[src/rtl/fifo_pkg.sv]
// Shared FIFO helpers: width functions and reset values common to the single- and dual-clock FIFOs.
package fifo_pkg;

    function automatic int unsigned cnt_width(input int unsigned depth);
        return $clog2(depth + 1);
    endfunction

    // A pointer is never narrower than one bit, even for a 2-entry FIFO.
    function automatic int unsigned ptr_width(input int unsigned depth);
        return (depth > 2) ? $clog2(depth) : 1;
    endfunction

    localparam int unsigned RstPtr         = 0;
    localparam logic        RstEmpty       = 1'b1;
    localparam logic        RstFull        = 1'b0;
    localparam logic        RstAlmostEmpty = 1'b1;
    localparam logic        RstOverflow    = 1'b0;
    localparam logic        RstUnderflow   = 1'b0;

endpackage

[src/rtl/sync_fifo_flags_if.sv]
// Producer/consumer side of the single-clock FIFO; the FIFO itself uses the slave modport.
interface sync_fifo_flags_if #(
    parameter int unsigned DATA_BITS = 8,
    parameter int unsigned CNT_BITS  = 5
);
    logic                 flush;
    logic                 clr_err;
    logic                 w_en;
    logic [DATA_BITS-1:0] data_in;
    logic                 rd_en;
    logic [DATA_BITS-1:0] data_out;
    logic                 full;
    logic                 empty;
    logic                 almost_full;
    logic                 almost_empty;
    logic [CNT_BITS-1:0]  count;
    logic                 overflow;
    logic                 underflow;

    modport master (
        output flush, clr_err, w_en, data_in, rd_en,
        input  data_out, full, empty, almost_full, almost_empty, count, overflow, underflow
    );

    modport slave (
        input  flush, clr_err, w_en, data_in, rd_en,
        output data_out, full, empty, almost_full, almost_empty, count, overflow, underflow
    );
endinterface

[src/rtl/fifo_regfile.sv]
// Flop-based FIFO storage: synchronous write port, asynchronous read port, contents never reset.
module fifo_regfile import fifo_pkg::*; #(
    parameter  int unsigned DATA_BITS = 8,
    parameter  int unsigned DEPTH     = 16,
    localparam int unsigned PtrBits   = ptr_width(DEPTH)
) (
    input  logic                 clk_i,
    input  logic                 we_i,
    input  logic [PtrBits-1:0]   waddr_i,
    input  logic [DATA_BITS-1:0] wdata_i,
    input  logic [PtrBits-1:0]   raddr_i,
    output logic [DATA_BITS-1:0] rdata_o
);

    logic [DATA_BITS-1:0] mem_q [DEPTH];

    always_ff @(posedge clk_i) begin
        if (we_i) begin
            mem_q[waddr_i] <= wdata_i;
        end
    end

    assign rdata_o = mem_q[raddr_i];

endmodule

[src/rtl/sync_fifo_flags.sv]
// Single-clock FIFO of arbitrary depth with occupancy count, almost flags, sticky error flags,
// flush, and standard or first-word-fall-through read mode.
module sync_fifo_flags import fifo_pkg::*; #(
    parameter int unsigned DATA_BITS = 8,
    parameter int unsigned DEPTH     = 16,
    parameter int unsigned AF_LEVEL  = DEPTH - 2,
    parameter int unsigned AE_LEVEL  = 2,
    parameter int unsigned FWFT      = 0,
    parameter int unsigned CNT_BITS  = cnt_width(DEPTH)
) (
    input  logic            clk_i,
    input  logic            rst_ni,
    sync_fifo_flags_if.slave bus
);

    localparam int unsigned PtrBits = ptr_width(DEPTH);

    if (DEPTH < 2) begin : g_bad_depth
        $error("sync_fifo_flags: DEPTH must be at least 2");
    end
    if (AF_LEVEL < 1 || AF_LEVEL > DEPTH) begin : g_bad_af
        $error("sync_fifo_flags: AF_LEVEL must lie in 1..DEPTH");
    end
    if (AE_LEVEL > DEPTH - 1) begin : g_bad_ae
        $error("sync_fifo_flags: AE_LEVEL must lie in 0..DEPTH-1");
    end
    if (FWFT > 1) begin : g_bad_fwft
        $error("sync_fifo_flags: FWFT must be 0 or 1");
    end

    logic [PtrBits-1:0]   wr_ptr_q, wr_ptr_d, rd_ptr_q, rd_ptr_d;
    logic [CNT_BITS-1:0]  count_q, count_d;
    logic [DATA_BITS-1:0] dout_q, dout_d, rdata;
    logic                 ovf_q, ovf_d, udf_q, udf_d;
    logic                 full, empty, wr_acc, rd_acc;

    // Explicit wrap so non-power-of-2 depths never touch the unused address range.
    function automatic logic [PtrBits-1:0] next_ptr(input logic [PtrBits-1:0] p);
        return (p == PtrBits'(DEPTH - 1)) ? '0 : p + PtrBits'(1);
    endfunction

    assign full   = (count_q == CNT_BITS'(DEPTH));
    assign empty  = (count_q == '0);
    assign wr_acc = bus.w_en && !full && !bus.flush;
    assign rd_acc = bus.rd_en && !empty && !bus.flush;

    fifo_regfile #(
        .DATA_BITS(DATA_BITS),
        .DEPTH    (DEPTH)
    ) u_regfile (
        .clk_i  (clk_i),
        .we_i   (wr_acc),
        .waddr_i(wr_ptr_q),
        .wdata_i(bus.data_in),
        .raddr_i(rd_ptr_q),
        .rdata_o(rdata)
    );

    always_comb begin
        wr_ptr_d = wr_ptr_q;
        rd_ptr_d = rd_ptr_q;
        count_d  = count_q;
        dout_d   = dout_q;
        ovf_d    = ovf_q && !bus.clr_err;
        udf_d    = udf_q && !bus.clr_err;
        if (bus.flush) begin
            wr_ptr_d = '0;
            rd_ptr_d = '0;
            count_d  = '0;
            dout_d   = '0;
        end else begin
            // Error events are applied after clr_err so a same-cycle event keeps the flag set.
            if (bus.w_en && full)  ovf_d = 1'b1;
            if (bus.rd_en && empty) udf_d = 1'b1;
            if (wr_acc) wr_ptr_d = next_ptr(wr_ptr_q);
            if (rd_acc) begin
                rd_ptr_d = next_ptr(rd_ptr_q);
                dout_d   = rdata;
            end
            if (wr_acc && !rd_acc) begin
                count_d = count_q + CNT_BITS'(1);
            end else if (rd_acc && !wr_acc) begin
                count_d = count_q - CNT_BITS'(1);
            end
        end
    end

    always_ff @(posedge clk_i or negedge rst_ni) begin
        if (!rst_ni) begin
            wr_ptr_q <= PtrBits'(RstPtr);
            rd_ptr_q <= PtrBits'(RstPtr);
            count_q  <= '0;
            dout_q   <= '0;
            ovf_q    <= RstOverflow;
            udf_q    <= RstUnderflow;
        end else begin
            wr_ptr_q <= wr_ptr_d;
            rd_ptr_q <= rd_ptr_d;
            count_q  <= count_d;
            dout_q   <= dout_d;
            ovf_q    <= ovf_d;
            udf_q    <= udf_d;
        end
    end

    if (FWFT != 0) begin : g_fwft
        assign bus.data_out = rdata;
    end else begin : g_std
        assign bus.data_out = dout_q;
    end

    assign bus.full         = full;
    assign bus.empty        = empty;
    assign bus.almost_full  = (count_q >= CNT_BITS'(AF_LEVEL));
    assign bus.almost_empty = (count_q <= CNT_BITS'(AE_LEVEL));
    assign bus.count        = count_q;
    assign bus.overflow     = ovf_q;
    assign bus.underflow    = udf_q;

endmodule

[src/flat_wrapper.sv]
// flat-port wrapper written by rule: the top's interface ports become plain ports
module sync_fifo_flags_flat import fifo_pkg::*;
#(
    parameter int unsigned DATA_BITS = 8,
    parameter int unsigned DEPTH     = 16,
    parameter int unsigned AF_LEVEL  = DEPTH - 2,
    parameter int unsigned AE_LEVEL  = 2,
    parameter int unsigned FWFT      = 0,
    parameter int unsigned CNT_BITS  = cnt_width(DEPTH)
)
  (clk_i, rst_ni, bus_flush, bus_clr_err, bus_w_en, bus_data_in, bus_rd_en, bus_data_out, bus_full, bus_empty, bus_almost_full, bus_almost_empty, bus_count, bus_overflow, bus_underflow);
  sync_fifo_flags_if #(.DATA_BITS(DATA_BITS), .CNT_BITS(CNT_BITS)) bus_i ();
  input  logic clk_i;
  input  logic rst_ni;
  input wire logic [$bits(bus_i.flush)-1:0] bus_flush;
  input wire logic [$bits(bus_i.clr_err)-1:0] bus_clr_err;
  input wire logic [$bits(bus_i.w_en)-1:0] bus_w_en;
  input wire logic [$bits(bus_i.data_in)-1:0] bus_data_in;
  input wire logic [$bits(bus_i.rd_en)-1:0] bus_rd_en;
  output wire logic [$bits(bus_i.data_out)-1:0] bus_data_out;
  output wire logic [$bits(bus_i.full)-1:0] bus_full;
  output wire logic [$bits(bus_i.empty)-1:0] bus_empty;
  output wire logic [$bits(bus_i.almost_full)-1:0] bus_almost_full;
  output wire logic [$bits(bus_i.almost_empty)-1:0] bus_almost_empty;
  output wire logic [$bits(bus_i.count)-1:0] bus_count;
  output wire logic [$bits(bus_i.overflow)-1:0] bus_overflow;
  output wire logic [$bits(bus_i.underflow)-1:0] bus_underflow;
  assign bus_i.flush = bus_flush;
  assign bus_i.clr_err = bus_clr_err;
  assign bus_i.w_en = bus_w_en;
  assign bus_i.data_in = bus_data_in;
  assign bus_i.rd_en = bus_rd_en;
  assign bus_data_out = bus_i.data_out;
  assign bus_full = bus_i.full;
  assign bus_empty = bus_i.empty;
  assign bus_almost_full = bus_i.almost_full;
  assign bus_almost_empty = bus_i.almost_empty;
  assign bus_count = bus_i.count;
  assign bus_overflow = bus_i.overflow;
  assign bus_underflow = bus_i.underflow;
  sync_fifo_flags #(.DATA_BITS(DATA_BITS), .DEPTH(DEPTH), .AF_LEVEL(AF_LEVEL), .AE_LEVEL(AE_LEVEL), .FWFT(FWFT), .CNT_BITS(CNT_BITS)) u_core (.clk_i(clk_i), .rst_ni(rst_ni), .bus(bus_i));
endmodule
[config.mk]
export PLATFORM = sky130hd
export DESIGN_NAME = sync_fifo_flags_flat
export DESIGN_NICKNAME = d
export VERILOG_FILES = /design/src/rtl/fifo_pkg.sv /design/src/rtl/sync_fifo_flags_if.sv /design/src/rtl/fifo_regfile.sv /design/src/rtl/sync_fifo_flags.sv /design/src/flat_wrapper.sv
export SDC_FILE = /design/constraint.sdc
export NUM_CORES = 1
export LEC_CHECK = 0
export CAP_MARGIN = 20
export CORE_MARGIN = 2
export CORE_UTILIZATION = 56
export CTS_BUF_LIST = sky130_fd_sc_hd__clkbuf_2 sky130_fd_sc_hd__clkbuf_4 sky130_fd_sc_hd__clkbuf_8
export DETAILED_ROUTE_END_ITERATION = 8
export GPL_ROUTABILITY_DRIVEN = 0
export PLACE_DENSITY = 0.79
export SLEW_MARGIN = 10
export SYNTH_ARGS = -nofsm -noshare
export SYNTH_HDL_FRONTEND = slang
export SYNTH_HIERARCHICAL = 1
export SYNTH_SLANG_ARGS = --single-unit
[constraint.sdc]
create_clock -name clk_i -period 2.39 [get_ports clk_i]
set_input_delay 0.3585 -clock clk_i [delete_from_list [all_inputs] [get_ports clk_i]]
set_output_delay 0.3585 -clock clk_i [all_outputs]
set_load 0.02 [all_outputs]
==> results.toml <==
[synth]
synth_area_um2 = 6310
synth.most_common_cell = "edfxtp_1"
synthCells = 346
synth.yosys.seq_area_share = 0.701
yosys-top-cells-count = "128 x edfxtp_1, 30 x nor2_1, 23 x dfrtp_1"
synth_cell_types = 47
synth_top_area_cell = "edfxtp_1"
synth_top_area_share = 0.610
synth_ff_type = "edfxtp_1"
synth_area_leaders = "edfxtp_1 61%, dfrtp_1 9.1%, mux4_2 6.4%"
synth_seq_cells = 151
synthArstFlopShare = 0.152
yosys_warnings = 6
synth_edf_count = 128
synth_area_per_cell_um2 = 18.2
syn_nets = 367

[clocking]
cts.path.max_buffers = 2
root_buffer = "clkbuf_8"
worst_skew_pair.late_latency_ps = 430
clock_sinks = 151
htreeDepth = 4
numCtsBuffers = 17
clk_pin_slew_ps = 80
cts_tree = "done"
postCtsHoldBufs = 0

[detailed_routing]
avgRoutedWirePerCell_um = 22.1
route.detailed.drc = 0
ant_nets = 0
drt-pass1-iter-count = 5
vias = 3384
via_per_inst = 6.01
drtIter0Drc = 382
wirelength_mm = 12.4

[worst_setup_path]
critPathMaxStageDelay_ps = 580
rr_startpoint = "u_core/bus.count[1]"
crit_path_end_kind = "flop"
crit_path_cell_trace = "or4_4, o21ai_4, nor2_4, nand2_4, ha_4, a21oi_4, and4b_1, o21ai_1, a31oi_1"
cp_slowest_cell = "or4_4"
r2r-end = "u_core/bus.count[4]"
r2r_cells = 9
path_max_fanout = 5
crit_type = "reg -> reg"
r2r_slack_ps = 110
required_ps = 2740
cp-start-kind = "flop"
worst-path-buf-inv = 0
cp_data_arrival_time_ps = 2630
crit_family = "simple AND/OR/NAND/NOR gates"

[global_routing]
busiest_layer = "met2"
overflow = 0
grt_pass1_vias = 3473
grtUsageMet2 = 0.373
track_usage = 0.231
use_met1 = 0.308
grt_pass1_wl_mm = 19.5
grt_start_max_net_pins = 36
use_met3 = 0.0617
grt_antenna_before_repair = 0

[outcome]
status = "finished, final reports clean"

[place]
post-place-ws_ps = 97.7
placed_area_um2 = 6980
post-dp-hpwl_mm = 8.17
io_buffer_count = 32

[timing]
setup_viol = 0
rsz0062_at_grt = "false"
fin_ws_ps = 112
fin_setup_tns_ps = 0
slew_viol_final = 0
fin_crit_ps = 2280
hold_ws_ps = 278
fmax_mhz = 439
slew_headroom = 0.580
skew_ps = 10.5
worstMarginPinSlew_ps = 628
hold_viol = 0
min_period_over_period = 0.953

[hold_path]
hold_class = "in -> async"

[floorplanning]
num_rows = 38
die_x_um = 110
start_util = 0.577
die_h_um = 110
pin_count = 33
core_um2 = 10900
die_area_um2 = 12100

[power]
power_density_nw_per_um2 = 938
ir_drop_mv = 0.834
leakage_nw = 2.56

[layout]
n_fill_cell = 733
diodes = 0
final_area_um2 = 7380
utilization = 0.675
nets = 431
syn2layout_area_growth_pct = 17.0
drive_above_1_share = 0.225

[run]
max_cap_violations = 0
-- per-layer routing --
metal,vias up,share of wire,wire (µm)
met4,0,0.013,159
met1,1730,0.42,5240
li1,1524,-,-
met5,-,0,0
met3,11,0.060,743
met2,119,0.51,6280
-- per-stage QoR --
stage	cells	power, mW
3_3_place_gp	531	4.99
6_report	563	6.92
4_1_cts	563	6.97
3_5_place_dp	531	5.06
2_1_floorplan	346	4.44
5_1_grt	563	7.26
-- how the worst max path moves through the flow --
stage                                   endpoint                 from  slack [ps]  cells past startpoint
floorplan                    u_core/bus.count[4]  u_core/bus.count[3]         -50                      9
global placement    u_core/u_regfile/mem_q[0][0]             bus_w_en         150                      6
detailed placement           u_core/bus.count[4]  u_core/bus.count[3]         100                      8
CTS                          u_core/bus.count[4]  u_core/bus.count[3]          70                      8
global route                           bus_empty  u_core/bus.count[3]          10                      3
finish                       u_core/bus.count[4]  u_core/bus.count[1]         110                      9
-- cell usage in the layout (no fill, tap or decap), types with 5 or more instances in the layout --
master	synthesis	routed
dfrtp_2	0	5
mux4_2	18	18
mux4_1	14	14
mux2i_1	13	13
ha_1	6	5
o21ai_0	6	6
a22oi_1	16	16
a21oi_1	7	6
dfrtp_1	23	18
nand2_1	14	13
nor2_1	30	29
buf_4	2	26
edfxtp_1	128	128
nand2b_1	6	6
clkdlybuf4s50_1	0	29
clkbuf_8	0	17
-- power breakdown --
group / internal (mW) / switching, mW / total (mW)
registers: 2.99 / 0.111 / 3.10
clock network: 1.05 / 0.905 / 1.95
logic: 0.893 / 0.977 / 1.87
-- cell families (layout without fill, tap and decap cells) --
group / Yosys count / in the layout / share of synthesized area
DFF: 151 / 151 / 0.701
buffers and inverters: 18 / 95 / 0.0204
muxes: 46 / 46 / 0.145
and+or+nand+nor: 77 / 77 / 0.0633
AOI/OAI and AO/OA: 42 / 42 / 0.0484
adders and majority gates: 7 / 7 / 0.0151
xor gates and xnor gates: 5 / 5 / 0.00695
-- flip-flops by register name, summed over array words and instances, names as in the netlist --
name                    flops
u_core/bus.overflow         1
u_core/bus.count            5
u_core/rd_ptr_q             4
u_core/u_regfile/mem_q    128
u_core/wr_ptr_q             4
u_core/bus.underflow        1
u_core/bus.data_out         8
-- final cells by class --
| type | count | area [µm²] | area share |
|---|---|---|---|
| clock buffers | 19 | 249 | 0.0337 |
| clock inverters | 13 | 155 | 0.0210 |
| flip-flops and latches | 151 | 4430 | 0.600 |
| inverters | 3 | 11.3 | 0.00153 |
| multi-input cells | 177 | 1810 | 0.246 |
| repair buffers | 60 | 552 | 0.0748 |
| well taps | 140 | 175 | 0.0237 |
-- what timing repair did --
item / CTS / global route
buffers inserted: 0 / 0
endpoints found under the setup margin: 3 / 1
gates resized for setup: 3 / 0
endpoints found under the hold margin: 0 / 0
pin swaps: 0 / 2
Note: power is estimated with default switching activity, not from simulation.
